--- src/rtl/health_manager.sv ---
// Authoritative fighter health, hit/invulnerability handling and KO/round-end sequencing.
// Optional regeneration is built when HEALTH_REGEN_EN is defined.
module health_manager #(
  parameter logic [8:0]  MAX_HEALTH     = 9'd300,
  parameter logic [31:0] INVULN_CYCLES  = 32'd25_000_000,
  parameter logic [31:0] KO_HOLD_CYCLES = 32'd200_000_000,
  parameter int unsigned CHIP_SHIFT     = 2
) (
  input  logic       clk,
  input  logic       reset,
  input  logic       round_start,
  input  logic       hit_l,
  input  logic [7:0] dmg_l,
  input  logic       blocked_l,
  input  logic       hit_r,
  input  logic [7:0] dmg_r,
  input  logic       blocked_r,
  input  logic [8:0] final_health_l,
  input  logic [8:0] final_health_r,
  output logic [8:0] curr_health_l,
  output logic [8:0] curr_health_r,
  output logic       hit_ack_l,
  output logic       hit_ack_r,
  output logic       ko,
  output logic [1:0] winner,
  output logic       round_over
);

  typedef enum logic [2:0] {
    IDLE, FIGHT, DRAIN, KO_HOLD, OVER
  } state_t;

  state_t      state_q, state_d;
  logic [8:0]  hl_q, hl_d, hr_q, hr_d;
  logic [31:0] inv_l_q, inv_l_d;
  logic [31:0] inv_r_q, inv_r_d;
  logic [31:0] hold_q, hold_d;
  logic        ko_q, ko_d;
  logic [1:0]  win_q, win_d;
  logic        ro_q, ro_d;
  logic        ack_l_q, ack_l_d;
  logic        ack_r_q, ack_r_d;
  logic        acc_l, acc_r;
  logic [7:0]  eff_l, eff_r;
  logic [9:0]  dif_l, dif_r;

`ifdef HEALTH_REGEN_EN
  logic [23:0] idle_l_q, idle_l_d;
  logic [23:0] idle_r_q, idle_r_d;
`endif

  // Blocked hits still chip at least one point unless dmg is zero.
  function automatic logic [7:0] eff_f(
    input logic [7:0] d,
    input logic       b
  );
    logic [7:0] s;
    s = d >> CHIP_SHIFT;
    if (!b)
      eff_f = d;
    else if (s == 8'd0 && d != 8'd0)
      eff_f = 8'd1;
    else
      eff_f = s;
  endfunction

  always_comb begin
    acc_l = (state_q == FIGHT) && hit_l && (inv_l_q == 32'd0);
    acc_r = (state_q == FIGHT) && hit_r && (inv_r_q == 32'd0);
    eff_l = eff_f(dmg_l, blocked_l);
    eff_r = eff_f(dmg_r, blocked_r);
    dif_l = {1'b0, hl_q} - {2'b00, eff_l};
    dif_r = {1'b0, hr_q} - {2'b00, eff_r};
  end

  always_comb begin
    state_d = state_q;
    hl_d    = hl_q;
    hr_d    = hr_q;
    inv_l_d = (inv_l_q != 32'd0) ? inv_l_q - 32'd1 : 32'd0;
    inv_r_d = (inv_r_q != 32'd0) ? inv_r_q - 32'd1 : 32'd0;
    hold_d  = hold_q;
    ko_d    = ko_q;
    win_d   = win_q;
    ro_d    = 1'b0;
    ack_l_d = 1'b0;
    ack_r_d = 1'b0;
`ifdef HEALTH_REGEN_EN
    idle_l_d = 24'd0;
    idle_r_d = 24'd0;
    if (state_q == FIGHT) begin
      idle_l_d = acc_l ? 24'd0 : idle_l_q + 24'd1;
      idle_r_d = acc_r ? 24'd0 : idle_r_q + 24'd1;
      if (!acc_l && idle_l_q == '1 &&
          hl_q != 9'd0 && hl_q < MAX_HEALTH)
        hl_d = hl_q + 9'd1;
      if (!acc_r && idle_r_q == '1 &&
          hr_q != 9'd0 && hr_q < MAX_HEALTH)
        hr_d = hr_q + 9'd1;
    end
`endif
    if (acc_l) begin
      hl_d    = dif_l[9] ? 9'd0 : dif_l[8:0];
      inv_l_d = INVULN_CYCLES;
      ack_l_d = 1'b1;
    end
    if (acc_r) begin
      hr_d    = dif_r[9] ? 9'd0 : dif_r[8:0];
      inv_r_d = INVULN_CYCLES;
      ack_r_d = 1'b1;
    end
    case (state_q)
      IDLE, OVER: begin
        if (round_start) begin
          state_d = FIGHT;
          hl_d    = MAX_HEALTH;
          hr_d    = MAX_HEALTH;
          ko_d    = 1'b0;
          win_d   = 2'b00;
          inv_l_d = 32'd0;
          inv_r_d = 32'd0;
        end
      end
      FIGHT: begin
        if (hl_q == 9'd0 || hr_q == 9'd0) begin
          state_d = DRAIN;
          ko_d    = 1'b1;
          win_d   = {hl_q == 9'd0, hr_q == 9'd0};
        end
      end
      DRAIN: begin
        if (final_health_l == hl_q &&
            final_health_r == hr_q) begin
          state_d = KO_HOLD;
          hold_d  = KO_HOLD_CYCLES;
        end
      end
      KO_HOLD: begin
        if (hold_q <= 32'd1) begin
          state_d = OVER;
          hold_d  = 32'd0;
          ro_d    = 1'b1;
        end else begin
          hold_d  = hold_q - 32'd1;
        end
      end
      default: state_d = IDLE;
    endcase
  end

  always_ff @(posedge clk) begin
    if (reset) begin
      state_q  <= IDLE;
      hl_q     <= MAX_HEALTH;
      hr_q     <= MAX_HEALTH;
      inv_l_q  <= 32'd0;
      inv_r_q  <= 32'd0;
      hold_q   <= 32'd0;
      ko_q     <= 1'b0;
      win_q    <= 2'b00;
      ro_q     <= 1'b0;
      ack_l_q  <= 1'b0;
      ack_r_q  <= 1'b0;
`ifdef HEALTH_REGEN_EN
      idle_l_q <= 24'd0;
      idle_r_q <= 24'd0;
`endif
    end else begin
      state_q  <= state_d;
      hl_q     <= hl_d;
      hr_q     <= hr_d;
      inv_l_q  <= inv_l_d;
      inv_r_q  <= inv_r_d;
      hold_q   <= hold_d;
      ko_q     <= ko_d;
      win_q    <= win_d;
      ro_q     <= ro_d;
      ack_l_q  <= ack_l_d;
      ack_r_q  <= ack_r_d;
`ifdef HEALTH_REGEN_EN
      idle_l_q <= idle_l_d;
      idle_r_q <= idle_r_d;
`endif
    end
  end

  assign curr_health_l = hl_q;
  assign curr_health_r = hr_q;
  assign hit_ack_l     = ack_l_q;
  assign hit_ack_r     = ack_r_q;
  assign ko            = ko_q;
  assign winner        = win_q;
  assign round_over    = ro_q;

endmodule

--- config.mk ---
export PLATFORM = sky130hd
export DESIGN_NAME = health_manager
export DESIGN_NICKNAME = d
export VERILOG_FILES = /design/src/rtl/health_manager.sv
export SDC_FILE = /design/constraint.sdc
export NUM_CORES = 1
export LEC_CHECK = 0
export BUFFER_PORTS_ARGS = -buffer_cell sky130_fd_sc_hd__clkbuf_2
export CORE_MARGIN = 2
export CORE_UTILIZATION = 60
export DETAILED_ROUTE_END_ITERATION = 16
export GPL_ROUTABILITY_DRIVEN = 1
export PLACE_DENSITY = 0.81
export SYNTH_ARGS = -nofsm -noshare
export SYNTH_HDL_FRONTEND = slang
export SYNTH_SLANG_ARGS = --single-unit
export TNS_END_PERCENT = 20
--- constraint.sdc ---
create_clock -name clk -period 4.1 [get_ports clk]
set_input_delay 1.23 -clock clk [delete_from_list [all_inputs] [get_ports clk]]
set_output_delay 1.23 -clock clk [all_outputs]
set_load 0.02 [all_outputs]
==> results.json <==
{
  "io-pin-count": 65,
  "fmax_mhz": 267.6,
  "post_cts_resized": 0,
  "clk_latency_ns": 0.42,
  "dieArea_um2": 12210,
  "postCtsSetupBuffers": 0,
  "gp_congestion": 0.8824,
  "syn_avg_cell_area_um2": 8.296,
  "min_path_cells": 1,
  "tns_ns": 0,
  "grt_max_degree": 26,
  "grt_pass1_wl_mm": 27.60,
  "cp_max_fo": 3,
  "critPathSlowestCell": "or4_1",
  "ctsHoldBuffers": 0,
  "synth_flop_cell": "dfxtp_1",
  "grt_antenna_before_repair": 0,
  "vias_per_cell": 6.169,
  "antenna_cells": 0,
  "synth-edff-count": 0,
  "core_area_um2": 10940,
  "reg2reg_depth": 6,
  "grt-ovfl-total": 0,
  "drtPass1Iterations": 5,
  "ys_ff_latch": 123,
  "fin_worst_skew_ns": 0.008132,
  "cts_root_buffer": "clkbuf_16",
  "finalSetupViolations": 0,
  "status": "completed",
  "htreeDepth": 4,
  "die-height_um": 110.5,
  "r2r_slack_ns": 1.14,
  "dieWidth_um": 110.5,
  "finalPower_mw": 4.774,
  "period_share_pct": 91.15,
  "fin_ws_ns": 0.3628,
  "peakVddDrop_mv": 0.5456,
  "drc_errors": 0,
  "via_count": 6317,
  "rsz0062_at_grt": "false",
  "port-buffer-count": 64,
  "maxCapViolCount": 0,
  "hold_ws_ns": 0.4677,
  "row_count": 38,
  "grt_util_all_layers_pct": 27.10,
  "wl_mm": 16.52,
  "required_ns": 4.37,
  "wl_per_cell_um": 16.13,
  "endpoint_kind": "flop",
  "worst_pin_slew_ns": 1.212,
  "cts.sinks": 123,
  "cts.clk_slew.worst_paths_ns": 0.05,
  "path_class": "in2reg",
  "syn_to_final_growth_pct": 13.17,
  "max_slew_margin_pct": 19.18,
  "drt-initial-drc-count": 414,
  "ys_warn_count": 0,
  "synth-seq-area-share_pct": 36.20,
  "netlist_area_um2": 6803,
  "crit_path_start_kind": "input pin",
  "fin_util_pct": 70.40,
  "tritoncts": "built",
  "hold_violations": 0,
  "min_path_type": "reg2reg",
  "tritoncts.num_buffers": 17,
  "cp_slowest_stage_delay_ns": 0.50,
  "grt_pass1_vias": 6101,
  "antenna_left": 0,
  "dpl_worst_slack_ns": -0.07684,
  "power.density_nw_per_um2": 620.1,
  "synthCells": 820,
  "cts_buffer_depth": 2,
  "dp.final_hpwl_mm": 11.84,
  "crit_top_cell": "o21ai_0",
  "start_util_pct": 62.21,
  "maxSlewViolCount": 0,
  "syn_nets": 885,
  "nets": 939,
  "ys_types": 71,
  "async_flop_share_pct": 0,
  "cp.arrival_ns": 4.00,
  "drive_gt1_share_pct": 12.44,
  "fin_crit_ns": 3.737,
  "leakage_nw": 3.189,
  "crit_chain": "clkbuf_2, or4_1, o21ai_0, o21a_1, o22a_1, ha_1, fa_1, nor2b_1, o31a_1, o31a_1, o21ai_0, nor4bb_1, o21ai_0"
}
## cells in the final DEF, fill, tap and decap left out, types with 22 or more instances in the layout
cell / Yosys / layout
dfxtp_1: 123 / 123
nor2_1: 111 / 111
clkbuf_2: 2 / 64
nand2_1: 62 / 62
a21oi_1: 62 / 62
xnor2_1: 52 / 52
nor3_1: 41 / 41
o21ai_0: 38 / 38
xor2_1: 30 / 30
ha_1: 22 / 22
## cells in the mapped netlist, types with 3 or more instances
library cell	instances	share of area, %
nand3_1	9	0.66
o211ai_1	3	0.33
or2_2	4	0.37
xor2_1	30	3.9
and3_1	7	0.64
nand4_1	18	1.7
xnor2_1	52	6.7
o31ai_1	7	0.77
a31oi_1	7	0.64
dfxtp_1	123	36
a21o_1	3	0.33
nand3b_1	6	0.66
nor4_1	21	1.9
a2bb2oi_1	4	0.51
o41ai_1	4	0.51
clkbuf_1	16	0.88
o21ai_0	38	2.8
nor2_1	111	6.1
ha_1	22	4.0
and2_1	5	0.46
or3_1	7	0.64
o21ai_1	3	0.22
nor3b_1	7	0.77
inv_1	20	1.1
a211o_1	6	0.77
a22oi_1	5	0.55
buf_2	12	0.88
or4_1	14	1.5
nand2b_1	6	0.55
o211a_1	3	0.44
nor2b_1	9	0.83
mux2i_1	10	1.5
and4_1	3	0.39
nor3_1	41	3.0
o31a_1	6	0.77
o21a_1	8	0.88
a21oi_1	62	4.6
nand2_1	62	3.4
## registers in the layout, summed over array words and instances, names as in the netlist
signal / flops
hold_q: 32
inv_l_q: 32
inv_r_q: 32
curr_health_l: 9
curr_health_r: 9
state_q: 3
winner: 2
hit_ack_l: 1
hit_ack_r: 1
ko: 1
round_over: 1
## report_power, final
part	internal, mW	switching (mW)
Clock	0.839	0.499
Combinational	0.770	1.06
Sequential	1.40	0.207
Total	3.01	1.76
## through the flow
stage          area [µm²]  cells
4_1_cts              7699   1024
3_3_place_gp         7176    995
5_1_grt              7699   1024
3_5_place_dp         7176    995
2_1_floorplan        6803    820
6_report             7699   1024
## critical path, delay by kind of cell
| kind | cells | cell delay [ns] |
|---|---|---|
| AOI/OAI and AO/OA | 7 | 1.37 |
| buffers and inverters | 1 | 0.10 |
| adders and majority gates | 2 | 0.41 |
| and+or+nand+nor | 3 | 0.90 |
## per-layer routing
layer  share of wire, %  track usage (%)  wire length (µm)
met2                 49            46.75              8162
met4                2.4            11.33               394
met3                6.3            6.476              1033
met1                 42            32.27              6925
met5                  0                0                 0
## cell families (layout without fill, tap and decap cells)
family	Yosys count	count (layout)	synth area share, %
and+or+nand+nor	345	345	26.21
AOI/OAI and AO/OA	182	182	17.36
DFF	123	123	36.20
xor gates and xnor gates	82	82	10.56
buffers and inverters	52	116	3.237
adders and majority gates	24	24	4.635
muxes	12	12	1.802
## path summary, 6_finish.rpt
| kind | from | endpoint |
|---|---|---|
| worst min register to register | inv_l_q[0] | inv_l_q[0] |
| worst max-delay path | dmg_l[7] | curr_health_l[8] |
| worst max register to register | inv_l_q[9] | curr_health_l[7] |
| worst min-delay path | inv_l_q[0] | inv_l_q[0] |
## layout make-up
class                      count  area, µm²
sequential                   123       2462
fill                         861       3237
tap                          140      175.2
clock inverter                 2      10.01
inverter                      20      75.07
multi-input combinational    645       4120
timing repair buffer          67      342.8
clock buffer                  27      513.0
Note: power is estimated with default switching activity, not from simulation.
